`src/rtl/task_dispatch_queue.sv`:
```
// Priority task buffer feeding task_scheduler: highest priority first, oldest first on ties.
// Define TASK_QUEUE_AGING_EN to promote waiting entries by one level every AGE_PERIOD cycles.
module task_dispatch_queue #(
  parameter int DEPTH      = 8,
  parameter int PRIO_W     = 3,
  parameter int DUR_W      = 8,
  parameter int NUM_CORES  = 4,
  parameter int AGE_PERIOD = 16
) (
  input  logic                       clk,
  input  logic                       reset_n,
  input  logic                       in_valid,
  output logic                       in_ready,
  input  logic [PRIO_W-1:0]          in_priority,
  input  logic [DUR_W-1:0]           in_duration,
  input  logic [NUM_CORES-1:0]       core_busy,
  output logic                       out_valid,
  input  logic                       out_ready,
  output logic [PRIO_W-1:0]          out_priority,
  output logic [DUR_W-1:0]           out_duration,
  output logic [$clog2(DEPTH+1)-1:0] q_count,
  output logic                       q_full,
  output logic                       q_empty,
  output logic [7:0]                 drop_count
);

  localparam int CNT_W = $clog2(DEPTH+1);
  localparam int IDX_W = $clog2(DEPTH);
  localparam logic [PRIO_W-1:0] PRIO_MAX = '1;

  if (DEPTH < 2 || AGE_PERIOD < 2) begin : g_bad_params
    $error("task_dispatch_queue: DEPTH and AGE_PERIOD must be at least 2");
  end

  logic [PRIO_W-1:0] prio_q [DEPTH];
  logic [DUR_W-1:0]  dur_q  [DEPTH];
  logic [PRIO_W-1:0] prio_d [DEPTH];
  logic [DUR_W-1:0]  dur_d  [DEPTH];
  logic [CNT_W-1:0]  count_q;
  logic [CNT_W-1:0]  count_d;
  logic [CNT_W-1:0]  wr_idx;
  logic [7:0]        drop_q;
  logic [7:0]        drop_d;
  logic [IDX_W-1:0]  sel_idx;
  logic [PRIO_W-1:0] sel_prio;
  logic [DUR_W-1:0]  sel_dur;
  logic              push_fire;
  logic              drop_fire;
  logic              store;
  logic              pop_fire;

`ifdef TASK_QUEUE_AGING_EN
  localparam int AGE_W = $clog2(AGE_PERIOD);
  localparam logic [AGE_W-1:0] AGE_LAST = AGE_W'(AGE_PERIOD - 1);

  logic [AGE_W-1:0] age_q [DEPTH];
  logic [AGE_W-1:0] age_d [DEPTH];
`endif

  assign q_count   = count_q;
  assign q_empty   = (count_q == '0);
  assign q_full    = (count_q == CNT_W'(DEPTH));
  assign in_ready  = !q_full;
  assign out_valid = !q_empty && (core_busy != '1);

  // Strict '>' keeps the lowest (oldest) index on equal priority.
  always_comb begin
    sel_idx  = '0;
    sel_prio = prio_q[0];
    sel_dur  = dur_q[0];
    for (int i = 1; i < DEPTH; i++) begin
      if ((i < int'(count_q)) && (prio_q[i] > sel_prio)) begin
        sel_idx  = IDX_W'(i);
        sel_prio = prio_q[i];
        sel_dur  = dur_q[i];
      end
    end
  end

  assign out_priority = out_valid ? sel_prio : '0;
  assign out_duration = out_valid ? sel_dur  : '0;

  assign push_fire = in_valid && in_ready;
  assign drop_fire = push_fire && (in_duration == '0);
  assign store     = push_fire && !drop_fire;
  assign pop_fire  = out_valid && out_ready;
  assign wr_idx    = count_q - CNT_W'(pop_fire);
  assign count_d   = count_q + CNT_W'(store) - CNT_W'(pop_fire);
  assign drop_d    = (drop_fire && (drop_q != 8'hFF)) ? drop_q + 8'd1 : drop_q;

  always_comb begin
    for (int i = 0; i < DEPTH; i++) begin
      prio_d[i] = prio_q[i];
      dur_d[i]  = dur_q[i];
`ifdef TASK_QUEUE_AGING_EN
      age_d[i]  = age_q[i];
`endif
    end

    if (pop_fire) begin
      for (int i = 0; i < DEPTH-1; i++) begin
        if (i >= int'(sel_idx)) begin
          prio_d[i] = prio_q[i+1];
          dur_d[i]  = dur_q[i+1];
`ifdef TASK_QUEUE_AGING_EN
          age_d[i]  = age_q[i+1];
`endif
        end
      end
    end

`ifdef TASK_QUEUE_AGING_EN
    // Survivors sit below wr_idx after the shift; only they age this cycle.
    for (int i = 0; i < DEPTH; i++) begin
      if (i < int'(wr_idx)) begin
        if (age_d[i] == AGE_LAST) begin
          age_d[i] = '0;
          if (prio_d[i] != PRIO_MAX) begin
            prio_d[i] = prio_d[i] + 1'b1;
          end
        end else begin
          age_d[i] = age_d[i] + 1'b1;
        end
      end
    end
`endif

    for (int i = 0; i < DEPTH; i++) begin
      if (store && (i == int'(wr_idx))) begin
        prio_d[i] = in_priority;
        dur_d[i]  = in_duration;
`ifdef TASK_QUEUE_AGING_EN
        age_d[i]  = '0;
`endif
      end
    end
  end

  always_ff @(posedge clk or negedge reset_n) begin
    if (!reset_n) begin
      count_q <= '0;
      drop_q  <= '0;
      for (int i = 0; i < DEPTH; i++) begin
        prio_q[i] <= '0;
        dur_q[i]  <= '0;
`ifdef TASK_QUEUE_AGING_EN
        age_q[i]  <= '0;
`endif
      end
    end else begin
      count_q <= count_d;
      drop_q  <= drop_d;
      for (int i = 0; i < DEPTH; i++) begin
        prio_q[i] <= prio_d[i];
        dur_q[i]  <= dur_d[i];
`ifdef TASK_QUEUE_AGING_EN
        age_q[i]  <= age_d[i];
`endif
      end
    end
  end

  assign drop_count = drop_q;

endmodule

```
`config.mk`:
```
export PLATFORM = sky130hd
export DESIGN_NAME = task_dispatch_queue
export DESIGN_NICKNAME = d
export VERILOG_FILES = /design/src/rtl/task_dispatch_queue.sv
export SDC_FILE = /design/constraint.sdc
export NUM_CORES = 1
export LEC_CHECK = 0
export BUFFER_PORTS_ARGS = -buffer_cell sky130_fd_sc_hd__buf_4
export CAP_MARGIN = 0
export CORE_UTILIZATION = 25
export DETAILED_ROUTE_END_ITERATION = 6
export PLACE_DENSITY = 0.48
export SYNTH_ARGS = -nofsm -noshare
export SYNTH_HDL_FRONTEND = slang
export SYNTH_SLANG_ARGS = --single-unit
```
`constraint.sdc`:
```
create_clock -name clk -period 15.5 [get_ports clk]
set_clock_uncertainty 0.2 [all_clocks]
set_input_delay 2.325 -clock clk [delete_from_list [all_inputs] [get_ports clk]]
set_output_delay 2.325 -clock clk [all_outputs]
set_load 0.01 [all_outputs]
```
# After elaboration in Yosys (flattened, before gate mapping)
# Cells that the tools add are included.
[totals]
out_inout_bits = 27
ff_bits = 100
in_bits = 19
[classes]
eq_ne = 10
reduce_logical = 48
n_mux = 53
order_cmp = 21
n_addsub = 4
[op_table]
columns = ["operator", "count"]
rows = [
  ["$mux W8", 22],
  ["$mux W3", 27],
  ["$mux W56", 1],
  ["$reduce_bool A2 Y1", 14],
  ["$gt A3 B3 Y1", 7],
  ["$logic_and A1 B1 Y1", 21],
  ["$mux W21", 1],
  ["$eq A4 B4 Y1 const A", 4],
  ["$lt A3 B4 Y1 const A", 4],
  ["$reduce_and A2 Y1", 7],
  ["$ge A3 B3 Y1 const A", 3],
  ["$add A8 B1 Y8 const B", 1],
  ["$eq A3 B4 Y1 const A", 2],
  ["$logic_not A4 Y1", 2],
  ["$logic_not A8 Y1", 1],
  ["$lt A2 B4 Y1 const A", 2],
  ["$ne A8 B8 Y1 const B", 1],
  ["$sub A4 B1 Y4", 2],
  ["$ge A1 B3 Y1 const A", 2],
  ["$ge A2 B3 Y1 const A", 2],
  ["$add A4 B1 Y4", 1],
  ["$eq A2 B4 Y1 const A", 1],
  ["$eq A4 B4 Y1 const B", 1],
  ["$lt A1 B4 Y1 const A", 1],
  ["other kinds (4)", 6],
]

# Longest topological paths before layout
[logic_depth]
word_depth = 25
depth_mapped = 57
mapped_depth_nobuf = 52

# Worst setup path after synthesis
# No wires, ideal clock.
[synth_timing]
path_type = "reg2out"
from = "reg prio_q[19] in the netlist's numbering"
to = "out out_priority[0]"
arrival_ns = 9.940
path_slack_ns = 3.035
stages_incl_launch_ff = 48
path_buffers = 6
cell_sequence = "dfrtp_1 ha_1 nor2b_1 o31a_1 nand2_1 clkbuf_1 nand2_1 o21ai_0 ha_1 o32ai_1 o211ai_1 mux2i_1 inv_1 ha_1 nor2_1 nor2_1 a211oi_1 a22o_1 [... 12 more ...] ha_1 nor2_1 nand3_1 nor2_1 a31oi_1 o21ai_1 a22o_1 ha_1 a32o_1 nor3_1 mux2_2 ha_1 nor2b_1 o21a_1 o211ai_1 clkbuf_1 nand2_1 o32ai_1"
[synth_between]
elab_chain_len = 22
[synth_rtl]
columns = ["element", "line_no", "text"]
rows = [
  ["start, declared", "35", "logic [PRIO_W-1:0] prio_q [DEPTH];"],
  ["start signal, assigned by index", "154", "prio_q[i] <= prio_d[i];"],
  ["$gt A3 B3 Y1", "72", "if ((i < int'(count_q)) && (prio_q[i] > sel_prio)) begin"],
  ["$logic_and A1 B1 Y1", "72", ""],
  ["$mux W3 *", "72", ""],
  ["$gt A3 B3 Y1", "72", ""],
  ["$logic_and A1 B1 Y1", "72", ""],
  ["$mux W3 *", "72", ""],
  ["$gt A3 B3 Y1", "72", ""],
  ["$logic_and A1 B1 Y1", "72", ""],
  ["[... 6 more ...]", "n/a", ""],
  ["$mux W3 *", "72", ""],
  ["$gt A3 B3 Y1", "72", ""],
  ["$logic_and A1 B1 Y1", "72", ""],
  ["$mux W3 *", "72", ""],
  ["$gt A3 B3 Y1", "72", ""],
  ["$logic_and A1 B1 Y1", "72", ""],
  ["$mux W3 *", "72", ""],
  ["$mux W3 *", "80", "assign out_priority = out_valid ? sel_prio : '0;"],
  ["end, declared", "19", "output logic [PRIO_W-1:0] out_priority,"],
]
# Every way passes the cells marked *; elsewhere a longest branch is shown, timed or not.

# Final worst setup path
[layout_timing]
from = "reg count_q[2], in the netlist q_count[2]"
to = "out out_duration[7]"
[layout_between]
elab_chain_len = 22
word_cells_on_any_way = 37
[layout_rtl]
columns = ["element", "line_no", "text"]
rows = [
  ["start, declared", "39", "logic [CNT_W-1:0] count_q;"],
  ["start signal, assigned", "151", "count_q <= count_d;"],
  ["$lt A1 B4 Y1", "72", ""],
  ["$logic_and A1 B1 Y1", "72", ""],
  ["$mux W3", "72", ""],
  ["$gt A3 B3 Y1", "72", ""],
  ["$logic_and A1 B1 Y1", "72", ""],
  ["$mux W3", "72", ""],
  ["$gt A3 B3 Y1", "72", ""],
  ["$logic_and A1 B1 Y1", "72", ""],
  ["[... 6 more ...]", "n/a", ""],
  ["$mux W3", "72", ""],
  ["$gt A3 B3 Y1", "72", ""],
  ["$logic_and A1 B1 Y1", "72", ""],
  ["$mux W3", "72", ""],
  ["$gt A3 B3 Y1", "72", ""],
  ["$logic_and A1 B1 Y1", "72", ""],
  ["$mux W8", "72", ""],
  ["$mux W8 *", "81", "assign out_duration = out_valid ? sel_dur : '0;"],
  ["end, declared", "20", "output logic [DUR_W-1:0] out_duration,"],
]
# Marked as above.

==> results.toml <==
[status]
status = "finished clean"

[grt]
grtUsageTotal_pct = 13.4
grt_max_degree = 67
grt_pass1_vias = 4811
overflow = 0
grt_first_pass_wirelength_mm = 27.3
antenna_found_initial = 0

[yosys]
synth-seq-cells = 100
ys_warn_count = 0
synth_cells = 680
synth_edf_count = 0
synthTopCellsByArea = "dfrtp_1 40%, mux2i_1 14%, a21oi_1 7.6%"
ys_async_sr_fraction_pct = 100
netlist_area_um2 = 6250
yosys.area.top_type = "dfrtp_1"
synthFlopType = "dfrtp_1"
syn_nets = 724
syn_area_per_cell_um2 = 9.19
synth.distinct_cells = 63
synth_top_area_share_pct = 40.0
synth-seq-area-share_pct = 40.0

[clock_network]
cts_max_level = 3
numCtsBuffers = 9
postCtsSetupRepairBufs = 0
cts_tree = "done"
cts.sinks = 100
clk_path_buf_depth = 2
clk_latency_ps = 360
cts.clk_slew.worst_paths_ps = 80
root_buffer = "clkbuf_16"

[worst_setup_path]
crit_buf_inv = 5
reg2reg_slack_ps = 1810
cpMaxStageDelayCell = "nor3_1"
crit_fanout = 22
critical_path_arrival_ps = 11720
required_ps = 12980
path_delay_family = "compound AO/OA/AOI/OAI gates"
endpoint_kind = "output pin"
cpPeakStageDelay_ps = 550
path_class = "flip-flop to output pin"
start_kind = "flip-flop"

[floorplan]
io_pins = 46
core_um2 = 24400
start_util_pct = 25.6
die_h_um = 160
rows = 57
fp.dieArea_um2 = 25600
die_x_um = 160

[timing]
worst_pin_slew_ps = 1090
rsz0062_at_grt = "no"
min_period_over_period_pct = 91.9
final_max_slew_viol_count = 0
fmax_ghz = 0.0702
setup_slack_ps = 1260
hold_viol_final = 0
fin_setup_tns_ps = 0
max_slew_margin_pct = 27.0
fin_crit_ps = 14240
setup_viol = 0

[final_layout]
diodes = 0
n_fill_cell = 2609
final_cell_mix = "107 x nor2_1, 100 x dfrtp_1, 95 x a21oi_1, 85 x mux2i_1, 50 x buf_4"
drive_gt1_share_pct = 14.4
layout.nets = 741
final_common_cell = "nor2_1"
fin_cells = 1026
syn2layout_area_growth_pct = 14.4

[routing]
dr.pass1.iters = 5
drt-initial-drc-count = 255
antenna_left = 0
wl_per_cell_um = 16.0
drc = 0
via_count = 4878
via_per_inst = 4.75
wl_mm = 16.4

[placement]
dp.cells = 1010
port_buffers = 45
detailedPlace.worstSlack_ps = 1320
place.gp.congestion = 0.790
hpwl_mm = 11.9

[min_path]
hold_path.class = "flip-flop to flip-flop"

[job]
maxCapViolCount = 0
[per-stage QoR]
step / instance area (um^2) / hold WS [ps] / utilization (%)
6_report: 7150 / 297 / 29.3
5_1_grt: 7150 / 320 / 29.3
4_1_cts: 7150 / 297 / 29.3
3_5_place_dp: 6830 / 286 / 28.0
3_3_place_gp: 6830 / 290 / 28.0
2_1_floorplan: 6250 / 302 / -
[cell type report]
class,instances,area (um^2),area share [%]
clock buffer,9,225,3.15
clock inverter,7,92.6,1.29
inverter,26,97.6,1.36
multi-input combinational,510,3450,48.3
sequential,100,2500,35.0
tap,324,405,5.67
timing repair buffer,50,375,5.25
[logic make-up after synthesis]
logic type               Yosys count  share of synthesized area [%]
AND/OR/NAND/NOR                  190                           13.8
AO/OA/AOI/OAI                    177                           17.2
flip-flops                       100                           40.0
buffers and inverters             70                           4.73
multiplexers                     107                           17.6
XOR/XNOR                          11                           1.54
adder cells (fa/ha/maj)           25                           5.13
[flip-flops by register name, summed over array words and instances, names as in the netlist]
name	cells
prio_q	24
dur_q	64
drop_count	8
q_count	4
[final timing paths]
kind	start	cells after the start	end
hold reg to reg	drop_count[5]	1	drop_count[5]
min in group asynchronous	reset_n	1	drop_count[5]
max in group asynchronous	reset_n	2	dur_q[39]
hold / removal	drop_count[5]	1	drop_count[5]
setup reg to reg	q_count[2]	49	prio_q[21]
setup / recovery	q_count[2]	50	out_duration[7]
[Yosys cell counts (3+ instances only)]
cell type / number
o22ai_1: 9
mux2i_1: 85
ha_1: 24
xnor2_1: 7
buf_1: 7
nor2b_1: 5
nor4_1: 3
and2_1: 4
clkbuf_1: 25
and3_1: 4
o21ai_0: 14
buf_2: 8
inv_1: 25
nand2b_1: 3
nand2_1: 37
a21oi_1: 95
o211ai_1: 11
dfrtp_1: 100
o31ai_1: 3
o21ai_1: 12
xor2_1: 4
nor2_1: 107
nor3_1: 4
a31oi_1: 4
nand3_1: 11
mux2_2: 22
[timing repair]
item / 4_1_cts / 5_1_grt
setup endpoints to repair: 0 / 8
gates resized for setup: 0 / 1
hold buffers: 0 / 0
[layer usage]
layer  global-route usage (%)  wire [um]  vias to the layer above
li1                         -          -                     2448
met1                     18.9       8180                     2335
met2                     21.1       7460                       79
met3                     1.45        464                       16
met4                     5.06        257                        0
met5                        0          0                        -
Power is left out: the tool's default activity adds up to more than one toggle a clock period on the data nets, which glitch-free logic cannot reach.
